[src/rtl/traffic_seq.sv]
// Traffic-light phase sequencer: per-phase durations, pause/skip controls and a lamp pattern table.
// Optional feature macro TRAFFIC_SEQ_BLINK_EN adds per-phase blink masks and the blink flag.
module traffic_seq #(
    parameter int unsigned NPHASE    = 10,
    parameter int unsigned LIGHTW    = 10,
    parameter int unsigned CW        = 6,
    parameter int unsigned TICK_DIV  = 1024,
    parameter int unsigned BLINK_DIV = 128,
    parameter int unsigned DEF_DUR   = 5
) (
    input  logic              clk,
    input  logic              rst,
    input  logic              pause,
    input  logic              next_req,
    input  logic              plus_req,
    input  logic              minus_req,
    input  logic              cfg_we,
    input  logic [3:0]        cfg_addr,
    input  logic [LIGHTW-1:0] cfg_pat,
    input  logic [LIGHTW-1:0] cfg_blink,
    output logic [LIGHTW-1:0] lights,
    output logic [3:0]        phase,
    output logic [CW-1:0]     remain,
    output logic [CW-1:0]     dur,
    output logic              paused
);

    localparam int unsigned   PHW       = $clog2(NPHASE);
    localparam int unsigned   PW        = (TICK_DIV > 1) ? $clog2(TICK_DIV) : 1;
    localparam logic [CW-1:0] DurMax    = '1;
    localparam logic [CW-1:0] DurDef    = CW'(DEF_DUR);
    localparam logic [CW-1:0] DurOne    = CW'(1);
    localparam logic [PW-1:0] PrescLast = PW'(TICK_DIV - 1);
    localparam logic [3:0]    PhaseLast = 4'(NPHASE - 1);

    logic [3:0]        phase_q, phase_d;
    logic [CW-1:0]     remain_q, remain_d;
    logic [PW-1:0]     presc_q, presc_d;
    logic [CW-1:0]     dur_q [NPHASE];
    logic [CW-1:0]     dur_d [NPHASE];
    logic [LIGHTW-1:0] pat_q [NPHASE];
    logic [LIGHTW-1:0] lights_q, lights_d;
    logic              paused_q;

    logic              tick;
    logic              advance;
    logic [PHW-1:0]    cur;
    logic [PHW-1:0]    nxt;
    logic [CW-1:0]     cur_dur;
    logic [CW-1:0]     new_dur;
    logic              cfg_wr;
    logic [PHW-1:0]    cfg_idx;

    assign cur     = phase_q[PHW-1:0];
    assign cur_dur = dur_q[cur];
    assign cfg_wr  = cfg_we && ({28'd0, cfg_addr} < NPHASE);
    assign cfg_idx = cfg_addr[PHW-1:0];

    always_comb begin
        tick    = (presc_q == PrescLast);
        presc_d = (tick || next_req) ? '0 : presc_q + 1'b1;
        nxt     = (phase_q == PhaseLast) ? '0 : cur + 1'b1;

        // Simultaneous plus and minus cancel out.
        new_dur = cur_dur;
        if (plus_req && !minus_req && cur_dur != DurMax) begin
            new_dur = cur_dur + 1'b1;
        end else if (minus_req && !plus_req && cur_dur > DurOne) begin
            new_dur = cur_dur - 1'b1;
        end
        dur_d      = dur_q;
        dur_d[cur] = new_dur;

        advance  = next_req || (tick && !pause && remain_q <= DurOne);
        phase_d  = phase_q;
        remain_d = remain_q;
        if (advance) begin
            phase_d  = 4'(nxt);
            remain_d = dur_q[nxt];
        end else begin
            if (tick && !pause) begin
                remain_d = remain_q - 1'b1;
            end
            if (remain_d > new_dur) begin
                remain_d = new_dur;
            end
        end
    end

    always_ff @(posedge clk or posedge rst) begin
        if (rst) begin
            phase_q  <= '0;
            remain_q <= DurDef;
            presc_q  <= '0;
            lights_q <= '0;
            paused_q <= 1'b0;
            for (int i = 0; i < int'(NPHASE); i++) begin
                dur_q[i] <= DurDef;
                pat_q[i] <= '0;
            end
        end else begin
            phase_q  <= phase_d;
            remain_q <= remain_d;
            presc_q  <= presc_d;
            lights_q <= lights_d;
            paused_q <= pause;
            dur_q    <= dur_d;
            if (cfg_wr) begin
                pat_q[cfg_idx] <= cfg_pat;
            end
        end
    end

`ifdef TRAFFIC_SEQ_BLINK_EN
    localparam int unsigned   BW        = (BLINK_DIV > 1) ? $clog2(BLINK_DIV) : 1;
    localparam logic [BW-1:0] BlinkLast = BW'(BLINK_DIV - 1);

    logic [LIGHTW-1:0] blink_q [NPHASE];
    logic [BW-1:0]     bcnt_q, bcnt_d;
    logic              flag_q, flag_d;

    always_comb begin
        bcnt_d = bcnt_q + 1'b1;
        flag_d = flag_q;
        if (bcnt_q == BlinkLast) begin
            bcnt_d = '0;
            flag_d = ~flag_q;
        end
    end

    always_ff @(posedge clk or posedge rst) begin
        if (rst) begin
            bcnt_q <= '0;
            flag_q <= 1'b0;
            for (int i = 0; i < int'(NPHASE); i++) begin
                blink_q[i] <= '0;
            end
        end else begin
            bcnt_q <= bcnt_d;
            flag_q <= flag_d;
            if (cfg_wr) begin
                blink_q[cfg_idx] <= cfg_blink;
            end
        end
    end

    assign lights_d = pat_q[cur] & ~(blink_q[cur] & {LIGHTW{flag_q}});
`else
    logic unused_blink;
    assign unused_blink = ^cfg_blink;
    assign lights_d     = pat_q[cur];
`endif

    assign lights = lights_q;
    assign phase  = phase_q;
    assign remain = remain_q;
    assign dur    = cur_dur;
    assign paused = paused_q;

endmodule

[config.mk]
export PLATFORM = sky130hd
export DESIGN_NAME = traffic_seq
export DESIGN_NICKNAME = d
export VERILOG_FILES = /design/src/rtl/traffic_seq.sv
export SDC_FILE = /design/constraint.sdc
export NUM_CORES = 1
export LEC_CHECK = 0
export ABC_AREA = 1
export CORE_AREA = 2 2 145 147
export DETAILED_ROUTE_END_ITERATION = 12
export DIE_AREA = 0 0 147 149
export PLACE_DENSITY = 0.66
export SYNTH_ARGS = -nofsm -noshare
export SYNTH_HDL_FRONTEND = slang
export SYNTH_SLANG_ARGS = --single-unit
export TNS_END_PERCENT = 20
[constraint.sdc]
create_clock -name clk -period 7.3 [get_ports clk]
set_input_delay 0.73 -clock clk [delete_from_list [all_inputs] [get_ports clk]]
set_output_delay 0.73 -clock clk [all_outputs]
set_load 0.02 [all_outputs]
==> results.txt, run 1 <==
H-Tree Depth = 4
Residual DRC count = 0
Worst R2R Path Depth = 28
Synth Net Count = 1267
Synthesized area = 9563 um2
Post-layout min period = 5.273 ns
Worst relative slew slack = 0.2130
Hold_ws = 0.4624 ns
CTS tree = yes
CTS Hold Buffers Added = 0
# port buffers = 47
I/O pin cnt = 58
Antenna cells = 0
Status = finished, final reports clean
CP endpoint kind = flop
Drt via density = 5.380
CP max stage delay = 0.58 ns
Worst R2R End = remain[3]
CP Buf/Inv Count = 6
Slowest stage cell, crit path = dfrtp_2
Most frequent cells in the layout = nand2_1 (394), dfrtp_1 (168), o21ai_0 (125), inv_1 (97), nor2_1 (82)
FF-to-FF setup slack = 2.03 ns
Fmax = 189.6 MHz
CP Class = flop to flop
Finished Layout Cells = 1535
Worst vdd ir = 0.1873 mV
FF+latch count, synth = 191
Clk sinks = 191
Die Area = 21900 um2
Adder-cell area share of the yosys netlist = 0.01570
Worst Setup SP = phase[0]
Hold Startpoint = presc_q[0]
Grt total ovfl = 0
Initial Util = 0.4652
Core Util, Final = 0.5267
Die W = 147 um
Post-synthesis sequential area ratio = 0.5027
Slew Limit Fails = 0
Largest family of logic cells by synthesized area = simple AND/OR/NAND/NOR gates
Crit Path Max Fanout = 24
Hold worst-path end = presc_q[0]
Least-Margin Pin Slew = 1.176 ns
Max-cap violations = 0
Worst skew pair latency = 0.44 ns
Commonest non-fill, non-tap cell in the layout = nand2_1
Simple-gate share of the synthesized area = 0.2359
Starting DRT DRC Count = 704
Synth warn = 0
Synth Area in XOR/XNOR = 0.008243
Final hold viol count = 0
Antenna violations before repair = 0
CTS root buf = clkbuf_16
Crit path max-delay family = simple AND/OR/NAND/NOR gates
Most used cell, CP = nand2_1
Gr usage total = 0.2439
Via count = 8259
WL/cell = 16.76 um
Routed Antenna Nets = 0
Critical Path Source Type = flop
Yosys cell types = 34
Gpl congestion = 0.8867
Fin Setup TNS = 0 ns
First-pass GRT wire length = 41670 um
Placed cells = 1504
Nets@finish = 1291
Post_cts resized = 0
Hold Path Depth = 1
Synth-to-Final Area Change = 13.21%
Total Power = 5145 uW
Worst Path Required = 7.67 ns
Vias in the first global route = 7813
Post-Synthesis Cells = 1224
Layout cells sized above 1 = 0.07063
DRT Pass-1 Iters = 5
CTS buffer count = 17
Type of the worst min-delay path = flop to flop
CTS clk-pin slew, worst paths = 0.07 ns
Post-synthesis mux area share = 0
Leak Pwr = 0.005171 uW
DP HPWL = 16960 um
Clock tree buffer depth = 2
Largest net degree at the start of global routing = 135
Core Area = 20560 um2
Final WL = 25720 um
Cell Rows = 53
Synth Area in Compound Gates = 0.1684
Reg2Reg Launch Point = phase[0]
Worst EP arrival = 5.64 ns
Final period util = 0.7223
Unrepaired setup endpoints after global routing = false
Clock skew = 0.01050 ns
Synth Area per Inst = 7.813 um2
Die Span Y = 149 um
P per Cell Area = 475.2 nW/um2
Endpoints failing setup = 0
Post-CTS setup buffer count = 0
[logic make-up (layout without fill, tap and decap cells)]
family | after synthesis | in the layout
AO/OA/AOI/OAI | 281 | 281
XOR/XNOR | 9 | 9
adder cells (fa/ha/maj) | 12 | 12
buffers and inverters | 171 | 207
flip-flops | 191 | 191
AND/OR/NAND/NOR | 560 | 560
[registers in the layout (all words and copies together), names as in the netlist]
name,flops
phase,4
presc_q,10
pat_q,100
dur_q,60
remain,6
paused,1
lights,10
[synthesized netlist by cell type, drive strengths merged]
master | count | area share
buf | 18 | 0.0090
nor3 | 6 | 0.0031
o21ai | 169 | 0.088
nand2 | 395 | 0.16
xnor2 | 1 | 0.00092
clkbuf | 38 | 0.015
a31oi | 15 | 0.0098
nor2 | 85 | 0.034
nor3b | 5 | 0.0039
a22oi | 50 | 0.039
xor2 | 8 | 0.0073
o211ai | 6 | 0.0047
dfstp | 22 | 0.060
a21oi | 30 | 0.016
and2 | 1 | 0.00065
nand4 | 7 | 0.0046
nor4 | 1 | 0.00065
inv | 111 | 0.044
ha | 12 | 0.016
o2111a | 1 | 0.0012
nand3 | 57 | 0.031
o221ai | 9 | 0.0082
o22ai | 1 | 0.00065
clkinv | 4 | 0.0016
nand3b | 3 | 0.0024
dfrtp | 169 | 0.44
[metrics by stage]
| stage | cell area, um2 | setup slack [ns] |
|---|---|---|
| 5_1_grt | 10830 | 1.444 |
| 3_5_place_dp | 10270 | 2.184 |
| 4_1_cts | 10830 | 2.120 |
| 6_report | 10830 | 2.027 |
| 2_1_floorplan | 9563 | 1.408 |
| 3_3_place_gp | 10270 | 2.214 |
[power by group]
| group | internal (uW) | switching [uW] |
|---|---|---|
| clock | 452 | 448 |
| combinational | 832 | 1760 |
| sequential | 1430 | 224 |
[worst max path at each step]
| stage | end | slack [ns] | cells after the start |
|---|---|---|---|
| after detailed placement | remain[3] | 2.18 | 26 |
| after global routing | remain[2] | 1.44 | 28 |
| after CTS | remain[3] | 2.12 | 28 |
| after global placement | remain[3] | 2.21 | 28 |
| final | remain[3] | 2.03 | 28 |
| after floorplan | dur_q[10] | 1.41 | 1 |
[per-layer routing]
layer | wire, um | global-route usage | vias to the layer above
met5 | 0 | 0 | -
met4 | 716 | 0.08365 | 0
met1 | 11290 | 0.3210 | 3869
met2 | 12450 | 0.4124 | 286
li1 | - | - | 4058
met3 | 1267 | 0.04128 | 46
[final cells by class]
| class | count | area (um2) |
|---|---|---|
| Timing Repair Buffer | 61 | 575.6 |
| Multi-Input combinational cell | 862 | 4103 |
| Fill cell | 1965 | 9731 |
| Tap cell | 275 | 344.1 |
| Clock buffer | 19 | 432.9 |
| Clock inverter | 12 | 123.9 |
| Inverter | 115 | 439.2 |
| Sequential cell | 191 | 4808 |
(Power assumes the default switching activity.)
==> inputs of run 2 (changes only) <==
Clock period 7.3 ns to 5.2 ns, I/O delays scaled along.
==> run 2 against run 1 <==
  * Combinational power increased by 42%
  * Highest routed layer unchanged
  * Die area unchanged
  * Total power increased by 43%
  * Clock skew increased by 0.0052 ns
  * Global-route usage decreased by 0.27 points
  * Clock power increased by 50%
  * Clock-buffer cell count decreased by 2
  * Sequential share of layout area decreased by 0.76 points
  * Core utilization increased by 0.92 points
  * Non-clock buffer count increased by 14
  * Largest power group unchanged
  * Wire length decreased by 2.6%
==> results.txt, run 2 (synthesis gave the netlist of run 1 again) <==
Filler cells = 1944
Commonest non-fill, non-tap cell in the layout = nand2_1
Placed cells = 1518
WL/cell = 16.16 um
Die Span Y = 149 um
Worst relative slew slack = 0.3048
Endpoints failing setup = 0
Unrepaired setup endpoints after global routing = false
Worst Path Required = 5.58 ns
CP endpoint kind = flop
Cell Rows = 53
Final hold viol count = 0
Antenna violations before repair = 0
Finished Layout Cells = 1550
CP Class = flop to flop
Antenna cells = 0
Type of the worst min-delay path = flop to flop
Post-layout min period = 4.580 ns
Total Power = 7358 uW
Power share of the sequential group = 0.315
P per Cell Area = 668.0 nW/um2
Final period util = 0.8808
Clk sinks = 191
Clock tree buffer depth = 2
CTS root buf = clkbuf_16
Crit Path Max Fanout = 20
CTS Hold Buffers Added = 0
Initial Util = 0.4652
Top reg by flops = pat_q
H-Tree Depth = 4
Comb pwr share = 0.501
Gr usage total = 0.2412
Drt via density = 5.330
Largest registers = pat_q: 100 flops, dur_q: 60 flops
Fin Setup TNS = 0 ns
Least-Margin Pin Slew = 1.043 ns
Via count = 8262
Largest net degree at the start of global routing = 192
Routed Antenna Nets = 0
Worst vdd ir = 0.2905 mV
Final WL = 25040 um
Die Area = 21900 um2
Starting DRT DRC Count = 740
Register area = 4808 um2
Synth-to-Final Area Change = 15.19%
CTS tree = yes
Clock skew = 0.01570 ns
Placed cell area = 10380 um2
DP HPWL = 16590 um
DRT Pass-1 Iters = 5
Nets@finish = 1305
Switching Fraction = 0.4659
Slew Limit Fails = 0
Grt total ovfl = 0
Max-cap violations = 0
Worst EP arrival = 4.96 ns
Most frequent cells in the layout = nand2_1 (394), dfrtp_1 (168), o21ai_0 (125), inv_1 (97), nor2_1 (82)
Core Area = 20560 um2
CTS clk-pin slew, worst paths = 0.08 ns
Internal power = 3930 uW
FF-to-FF setup slack = 0.62 ns
Status = finished, final reports clean
Worst skew pair latency = 0.44 ns
Critical Path Source Type = flop
CTS buffer count = 17
Final Cell Area = 11020 um2
First-pass GRT wire length = 41580 um
Layout cells sized above 1 = 0.08392
Core Util, Final = 0.5358
Clk network pwr share = 0.184
I/O pin cnt = 58
Vias in the first global route = 7951
# port buffers = 47
Die W = 147 um
Max reg flops = 100
Area of the multi-input gates = 4109 um2
Fmax = 218.3 MHz
Leak Pwr = 0.005268 uW
Net Switching = 3428 uW
Gpl congestion = 0.8213
Residual DRC count = 0
[run 2: changes by cell type in the layout (fill, tap and decap cells not counted), sizes merged]
cell and change:
buf +14, clkinv +3, clkbuf -2
[run 2: routing by layer]
metal  routed length (um)  GRT usage
met5                    0          0
met4                  706    0.09712
met3                 1155    0.03578
met2                11950     0.4059
met1                11230     0.3162
[run 2: power by group through the flow]
stage	clock network (uW)	logic, uW	registers (uW)
after global routing	1440	4140	2380
after CTS	1380	3670	2310
final	1350	3690	2320
after detailed placement	0	3650	2330
after floorplan	0	2410	2330
after global placement	0	3600	2330
[run 2: layout make-up]
| cell class | instances | share of cell area |
|---|---|---|
| multi-input cells | 862 | 0.3730 |
| well taps | 275 | 0.03124 |
| inverters | 115 | 0.03953 |
| flip-flops and latches | 191 | 0.4365 |
| repair buffers | 75 | 0.06293 |
| clock inverters | 15 | 0.01817 |
| clock buffers | 17 | 0.03862 |
[run 2: final timing paths]
check / depth (start not counted) / start / end
min: 1 / presc_q[0] / presc_q[0]
min in group asynchronous: 3 / rst / dur_q[16]
max in group asynchronous: 3 / rst / pat_q[88]
max: 26 / phase[0] / remain[2]
min reg2reg: 1 / presc_q[0] / presc_q[0]
max reg2reg: 26 / phase[0] / remain[2]
[run 2: repair_timing]
item | in CTS | in global routing
buffers inserted | 0 | 0
endpoints found under the setup margin | 0 | 4
gates resized for setup | 0 | 1
[run 2: worst max-delay path, cell delays in order (launching register included)]
cell and delay (ns):
dfrtp_2 0.56, inv_2 0.27, nor2_2 0.08, nand2_1 0.10
inv_2 0.16, a21oi_1 0.23, nand2_1 0.07, nor2_1 0.30
ha_1 0.25, nor2_1 0.06, inv_1 0.05, nand4_1 0.09
nor2_1 0.13, nand2_1 0.13, nand2_1 0.15, nand3_1 0.11
nand2_1 0.27, inv_2 0.15, ha_1 0.31, inv_1 0.04
nor2_1 0.07, o21ai_0 0.10, a31oi_2 0.38, inv_1 0.16
a21oi_1 0.17, nand2_1 0.07, nand2_1 0.06
[run 2: stage by stage]
| step | hold WS, ns | setup WS [ns] |
|---|---|---|
| 2_1_floorplan | 0.4329 | 1.187 |
| 3_3_place_gp | 0.4482 | 0.5512 |
| 3_5_place_dp | 0.4638 | 0.5017 |
| 4_1_cts | 0.4752 | 0.4621 |
| 5_1_grt | 0.4982 | 0.1160 |
| 6_report | 0.4709 | 0.6200 |
==> inputs of run 3 (changes only) <==
Settings changed: SETUP_SLACK_MARGIN from default to 0.05.
==> results of run 3 <==
Final layout, timing and power as in run 2 (identical DEF).
==> variant 1 (flow settings as in run 3) <==
Set the parameter `NPHASE` to 11 (it was 10).
--- a/src/rtl/traffic_seq.sv
+++ b/src/rtl/traffic_seq.sv
@@ -3,3 +3,3 @@
 module traffic_seq #(
-    parameter int unsigned NPHASE    = 10,
+    parameter int unsigned NPHASE    = 11,
     parameter int unsigned LIGHTW    = 10,
Formal check against the unedited RTL: same outputs for any inputs over 4 cycles, from zero or initial values and one cycle with rst high; that may be too few to reach the edited logic, so the function may still have changed.
==> variant 1 against run 3 <==
Count of clock-buffer cells in the layout increased by 14. Sequential power increased by 9.9%. Worst setup slack got worse by 0.16 ns. Core utilization increased by 4.2 points. Sequential share of layout area increased by 0.24 points. Routed wire length increased by 13%. Hold slack got worse by 0.18 ns. Clock power increased by 12%. Critical path depth unchanged. Sequential cell count increased by 16. Power increased by 6.2%. Synthesized area increased by 10%. Final area increased by 7.8%. Clock skew decreased by 0.0034 ns. Critical endpoint is now remain[4]. Largest cell class unchanged.
==> variant 1: results (changes against run 3) <==
stage	metric	value	unit	change
status	status	finished, final reports clean		
placed_design	hpwl dp	18200	µm	+9.8%
clock_tree	TritonCTS Buffers	23		+6
timing	actual slew at the worst max-slew pin	1.04	ns	-0.00746 ns
synthesis	top cells by count, synth	389 x nand2_1, 183 x dfrtp_1, 161 x o21ai_0		
worst_setup_path	crit path max-delay cell type	dfrtp_1		
synthesis	Area contributors post-synth	dfrtp_1 43%, nand2_1 14%, o21ai_0 7.6%, dfstp_2 6.0%, a22oi_1 3.0%		
worst_hold_path	worst hold path class	in2async		
synthesis	Synth async-reset ratio	1.00		unchanged
grt	number of global-route vias before repair	8524		+7.2%
clock_tree	clock buffer depth	3		+1
grt	global-route wire length before repair	46000	µm	+11%
clock_tree	Skew-Pair Late Insertion Delay	0.53	ns	+0.09 ns
worst_setup_path	R2R Setup Slk	0.46	ns	-0.16 ns
final_layout	# nets final	1352		+3.6%
grt	GRT Util Overall	0.264		+0.0226
final_layout	Antenna Cells	0		unchanged
drt	TritonRoute pass-1 iters	5		unchanged
final_layout	biggest regs	pat_q: 110 flops, dur_q: 66 flops		
placed_design	Post-Place Cell Area	11200	µm²	+7.7%
placed_design	port buffer count	47		unchanged
synthesis	register area share after synthesis	0.493		-0.00932
power	Lkg Pwr	0.00556	µW	+5.6%
worst_setup_path	CP arrival	5.21	ns	+0.25 ns
power	worst vdd ir	0.262	mV	-9.7%
clock_tree	cts repair resizes	0		unchanged
worst_setup_path	cell depth of the worst flop-to-flop path	26		unchanged
clock_tree	Clock transition at path regs	0.06	ns	-0.02 ns
grt	largest net degree at the start of global routing	197		+2.6%
final_layout	share of layout cells above drive strength 1	0.112		+0.0279
worst_setup_path	R2R Path Start	phase[0]		
synthesis	yosys warns	0		unchanged
synthesis	post-synth cell types	46		+35%
clock_tree	post-CTS setup buffer count	0		unchanged
clock_tree	CTS root buf	clkbuf_16		
drt	1st-iter DRT viols	807		+9.1%
grt	initial antenna violation count	0		unchanged
final_layout	Fillers	1881		-3.2%
placed_design	Final GP Congestion	0.875		+6.5%
clock_tree	cts hold-fix bufs	0		unchanged
drt	post-detailed-routing wire length	28400	µm	+13%
synthesis	ys flop type	dfrtp_1		
worst_setup_path	RR Endpoint	remain[4]		
synthesis	Syn Nets	1332		+5.1%
worst_setup_path	critical-path maximum fanout	16		-20%
clock_tree	H-tree lvl count	1		-3
timing	Setup Skew	0.0123	ns	-0.00336 ns
drt	DR vias	9023		+9.2%
worst_setup_path	crit-path max cell delay	0.73	ns	+0.17 ns
variant 1: cell types whose count changed after synthesis, moves of 9 or more:
cell     change
o21ai_0     +36
inv_1       -29
o21ai_2     +27
nand3_1     -18
o21ai_1     -18
a21oi_1     +17
dfrtp_1     +14
buf_6        +9
nand2_2      +9
variant 1: layer usage:
| layer | global-route usage | wire length (µm) | vias to the layer above |
|---|---|---|---|
| met3 | 0.0330 | 1760 | 57 |
| met4 | 0.0837 | 850 | 0 |
| met5 | 0 | 0 | - |
| li1 | - | - | 4370 |
| met2 | 0.442 | 13500 | 318 |
| met1 | 0.361 | 12300 | 4278 |
variant 1: logic make-up after synthesis:
group / share of synthesized area
AO/OA/AOI/OAI: 0.198
XOR/XNOR: 0.00498
adder cells (fa/ha/maj): 0.0142
buffers and inverters: 0.0654
flip-flops: 0.493
AND/OR/NAND/NOR: 0.224
variant 1: worst max path at each step:
| stage | start | end | slack [ns] | cells past startpoint |
|---|---|---|---|---|
| 6_report | phase[0] | remain[4] | 0.46 | 26 |
| 5_1_grt | phase[0] | remain[4] | 0.15 | 26 |
| 2_1_floorplan | phase[1] | remain[1] | 1.20 | 28 |
| 4_1_cts | phase[0] | remain[3] | 0.54 | 26 |
| 3_5_place_dp | phase[0] | remain[3] | 0.58 | 26 |
| 3_3_place_gp | phase[0] | remain[3] | 0.62 | 27 |
variant 1: final cells by class:
cell class                      count  share of cell area
Clock buffer                       31              0.0527
Clock inverter                      8             0.00485
Tap cell                          275              0.0290
Sequential cell                   207               0.439
Timing Repair Buffer               68              0.0540
Multi-Input combinational cell    925               0.393
Inverter                           84              0.0273
variant 1: stage by stage:
stage | util | cells | hold slack, ns | total power [µW] | setup WS, ns
finish | 0.577 | 1598 | 0.295 | 7810 | 0.460
global route | 0.577 | 1598 | 0.337 | 8380 | 0.154
CTS | 0.577 | 1598 | 0.296 | 7820 | 0.536
detailed placement | 0.544 | 1559 | 0.460 | 6290 | 0.582
global placement | 0.544 | 1559 | 0.455 | 6230 | 0.617
floorplan | - | 1289 | 0.433 | 5170 | 1.20
variant 1: where the power goes:
part           switching, µW  total (µW)  internal [µW]
logic                   2480        3760           1280
registers                368        2550           2180
clock network            660        1510            846
total                   3500        7810           4310
variant 1: worst max-delay path, delay by kind of cell (launching register included):
kind / cells / cell delay, ns
compound gates: 3 / 0.87
fa+ha+maj: 2 / 0.59
buf+inv: 4 / 0.83
flops: 1 / 0.73
simple gates: 17 / 1.63
==> variant 2 (flow settings as in run 3) <==
Without the edit above. Register the input `cfg_we` before use, without a reset. The logic sees it one clock later. The other inputs are not delayed to match.
--- a/src/rtl/traffic_seq.sv
+++ b/src/rtl/traffic_seq.sv
@@ -35,2 +35,8 @@
 
+    logic cfg_we_q;
+
+    always_ff @(posedge clk) begin
+        cfg_we_q <= cfg_we;
+    end
+
     logic [3:0]        phase_q, phase_d;
@@ -55,3 +61,3 @@
     assign cur_dur = dur_q[cur];
-    assign cfg_wr  = cfg_we && ({28'd0, cfg_addr} < NPHASE);
+    assign cfg_wr  = cfg_we_q && ({28'd0, cfg_addr} < NPHASE);
     assign cfg_idx = cfg_addr[PHW-1:0];
Check against the original RTL: not equivalent (a bounded check fails within 4 cycles, from zero or initial values and one cycle with rst high).
==> variant 2 against run 3 <==
Final cell count shrank 1.4%. Final area rose by 0.14%. Power down 0.58%. Combinational power hardly changed. Routed wire length increased by 5.8%. Sequential cell count grew 1. Count of clock-buffer cells in the layout rose by 1. Critical path depth is 2 higher. Hold slack improved by 0.0044 ns. Synthesized area rose by 1.3%. Worst setup slack got worse by 0.068 ns. Maximum frequency down 1.5%. Critical path type unchanged.
==> variant 2: results (changes against run 3) <==
stage	metric	value	unit	change
worst_hold_path	Hold Path Cell Cnt	1		unchanged
timing	Setup Skew	0.0202	ns	+0.00451 ns
synthesis	yosys warns	0		unchanged
clock_tree	post-CTS setup buffer count	0		unchanged
power	clock power share	0.177		-0.007
drt	post-detailed-routing wire length	26500	µm	+5.8%
synthesis	register area share after synthesis	0.498		-0.00423
placed_design	Final GP Congestion	0.900		+9.5%
power	worst vdd ir	0.296	mV	+2.0%
synthesis	Synth async-reset ratio	0.995		-0.00521
drt	vias per cell	5.47		+2.6%
clock_tree	H-tree lvl count	4		unchanged
worst_setup_path	Top delay family on crit path	simple AND/OR/NAND/NOR gates		
timing	actual slew at the worst max-slew pin	1.25	ns	+0.206 ns
placed_design	port buffer count	47		unchanged
worst_setup_path	critical-path maximum fanout	21		+5.0%
power	Psw	3400	µW	-0.79%
final_layout	biggest regs	pat_q: 100 flops, dur_q: 60 flops		
grt	global-route wire length before repair	43600	µm	+4.8%
worst_setup_path	crit-path max cell delay	0.59	ns	+0.03 ns
synthesis	top cells by count, synth	328 x nand2_1, 169 x dfrtp_1, 126 x o21ai_0		
clock_tree	TritonCTS Buffers	17		unchanged
drt	TritonRoute pass-1 iters	5		unchanged
grt	largest net degree at the start of global routing	162		-16%
grt	initial antenna violation count	0		unchanged
final_layout	Antenna Cells	0		unchanged
drt	1st-iter DRT viols	724		-2.2%
grt	number of global-route vias before repair	8253		+3.8%
synthesis	Syn Nets	1254		-1.0%
placed_design	Post-Place Cell Area	10400	µm²	+0.53%
clock_tree	cts repair resizes	0		unchanged
power	Lkg Pwr	0.00520	µW	-1.3%
timing	Max Slew Vio Count	0		unchanged
clock_tree	Clock transition at path regs	0.08	ns	about the same
power	Cell Pwr Density	663	nW/µm²	-0.72%
power	Flop pwr share	0.318		+0.003
clock_tree	clock buffer depth	2		unchanged
worst_setup_path	crit path max-delay cell type	dfrtp_2		
status	status	finished, final reports clean		
placed_design	hpwl dp	17700	µm	+6.8%
worst_hold_path	worst hold path class	reg2reg		
clock_tree	CTS root buf	clkbuf_16		
synthesis	Area contributors post-synth	dfrtp_1 44%, nand2_1 13%, o21ai_0 6.5%, dfstp_2 6.0%, inv_1 4.2%		
synthesis	post-synth cell types	45		+32%
worst_setup_path	cell depth of the worst flop-to-flop path	28		+7.7%
grt	GRT Util Overall	0.254		+0.0132
worst_setup_path	CP arrival	5.00	ns	+0.04 ns
final_layout	share of layout cells above drive strength 1	0.0910		+0.00706
clock_tree	Skew-Pair Late Insertion Delay	0.44	ns	about the same
## variant 2: final timing paths
check / startpoint / to / slack [ns]
min in group asynchronous: rst / presc_q[0] / 0.52
min reg2reg: presc_q[0] / presc_q[0] / 0.48
max in group asynchronous: rst / dur_q[55] / 3.39
max reg2reg: phase[0] / remain[0] / 0.55
min: presc_q[0] / presc_q[0] / 0.48
max: phase[0] / remain[0] / 0.55
## variant 2: cell type report
class                           count  area, µm²
Clock inverter                     14        163
Multi-Input combinational cell    843       4160
Fill cell                        1974       9530
Sequential cell                   192       4830
Clock buffer                       18        429
Timing Repair Buffer               71        663
Tap cell                          275        344
Inverter                          115        440
## variant 2: through the flow
step | total power [µW] | cells | setup WS [ns]
6_report | 7320 | 1528 | 0.552
3_3_place_gp | 5920 | 1496 | 0.683
5_1_grt | 7900 | 1528 | 0.0520
4_1_cts | 7300 | 1528 | 0.610
3_5_place_dp | 5980 | 1496 | 0.654
2_1_floorplan | 4800 | 1211 | 1.31
## variant 2: cell families (layout without fill, tap and decap cells)
| kind of cell | Yosys count | count (layout) | share of synthesized area |
|---|---|---|---|
| XOR/XNOR | 8 | 8 | 0.00724 |
| adder cells (fa/ha/maj) | 12 | 12 | 0.0155 |
| buffers and inverters | 176 | 218 | 0.0722 |
| flip-flops | 192 | 192 | 0.498 |
| AND/OR/NAND/NOR | 512 | 512 | 0.219 |
| AO/OA/AOI/OAI | 311 | 311 | 0.187 |
## variant 2: per-layer routing
metal | routed length [µm] | GRT usage | up-vias
li1 | - | - | 4064
met1 | 11400 | 0.328 | 3989
met2 | 12900 | 0.432 | 256
met3 | 1440 | 0.0450 | 51
met4 | 750 | 0.0952 | 0
met5 | 0 | 0 | -
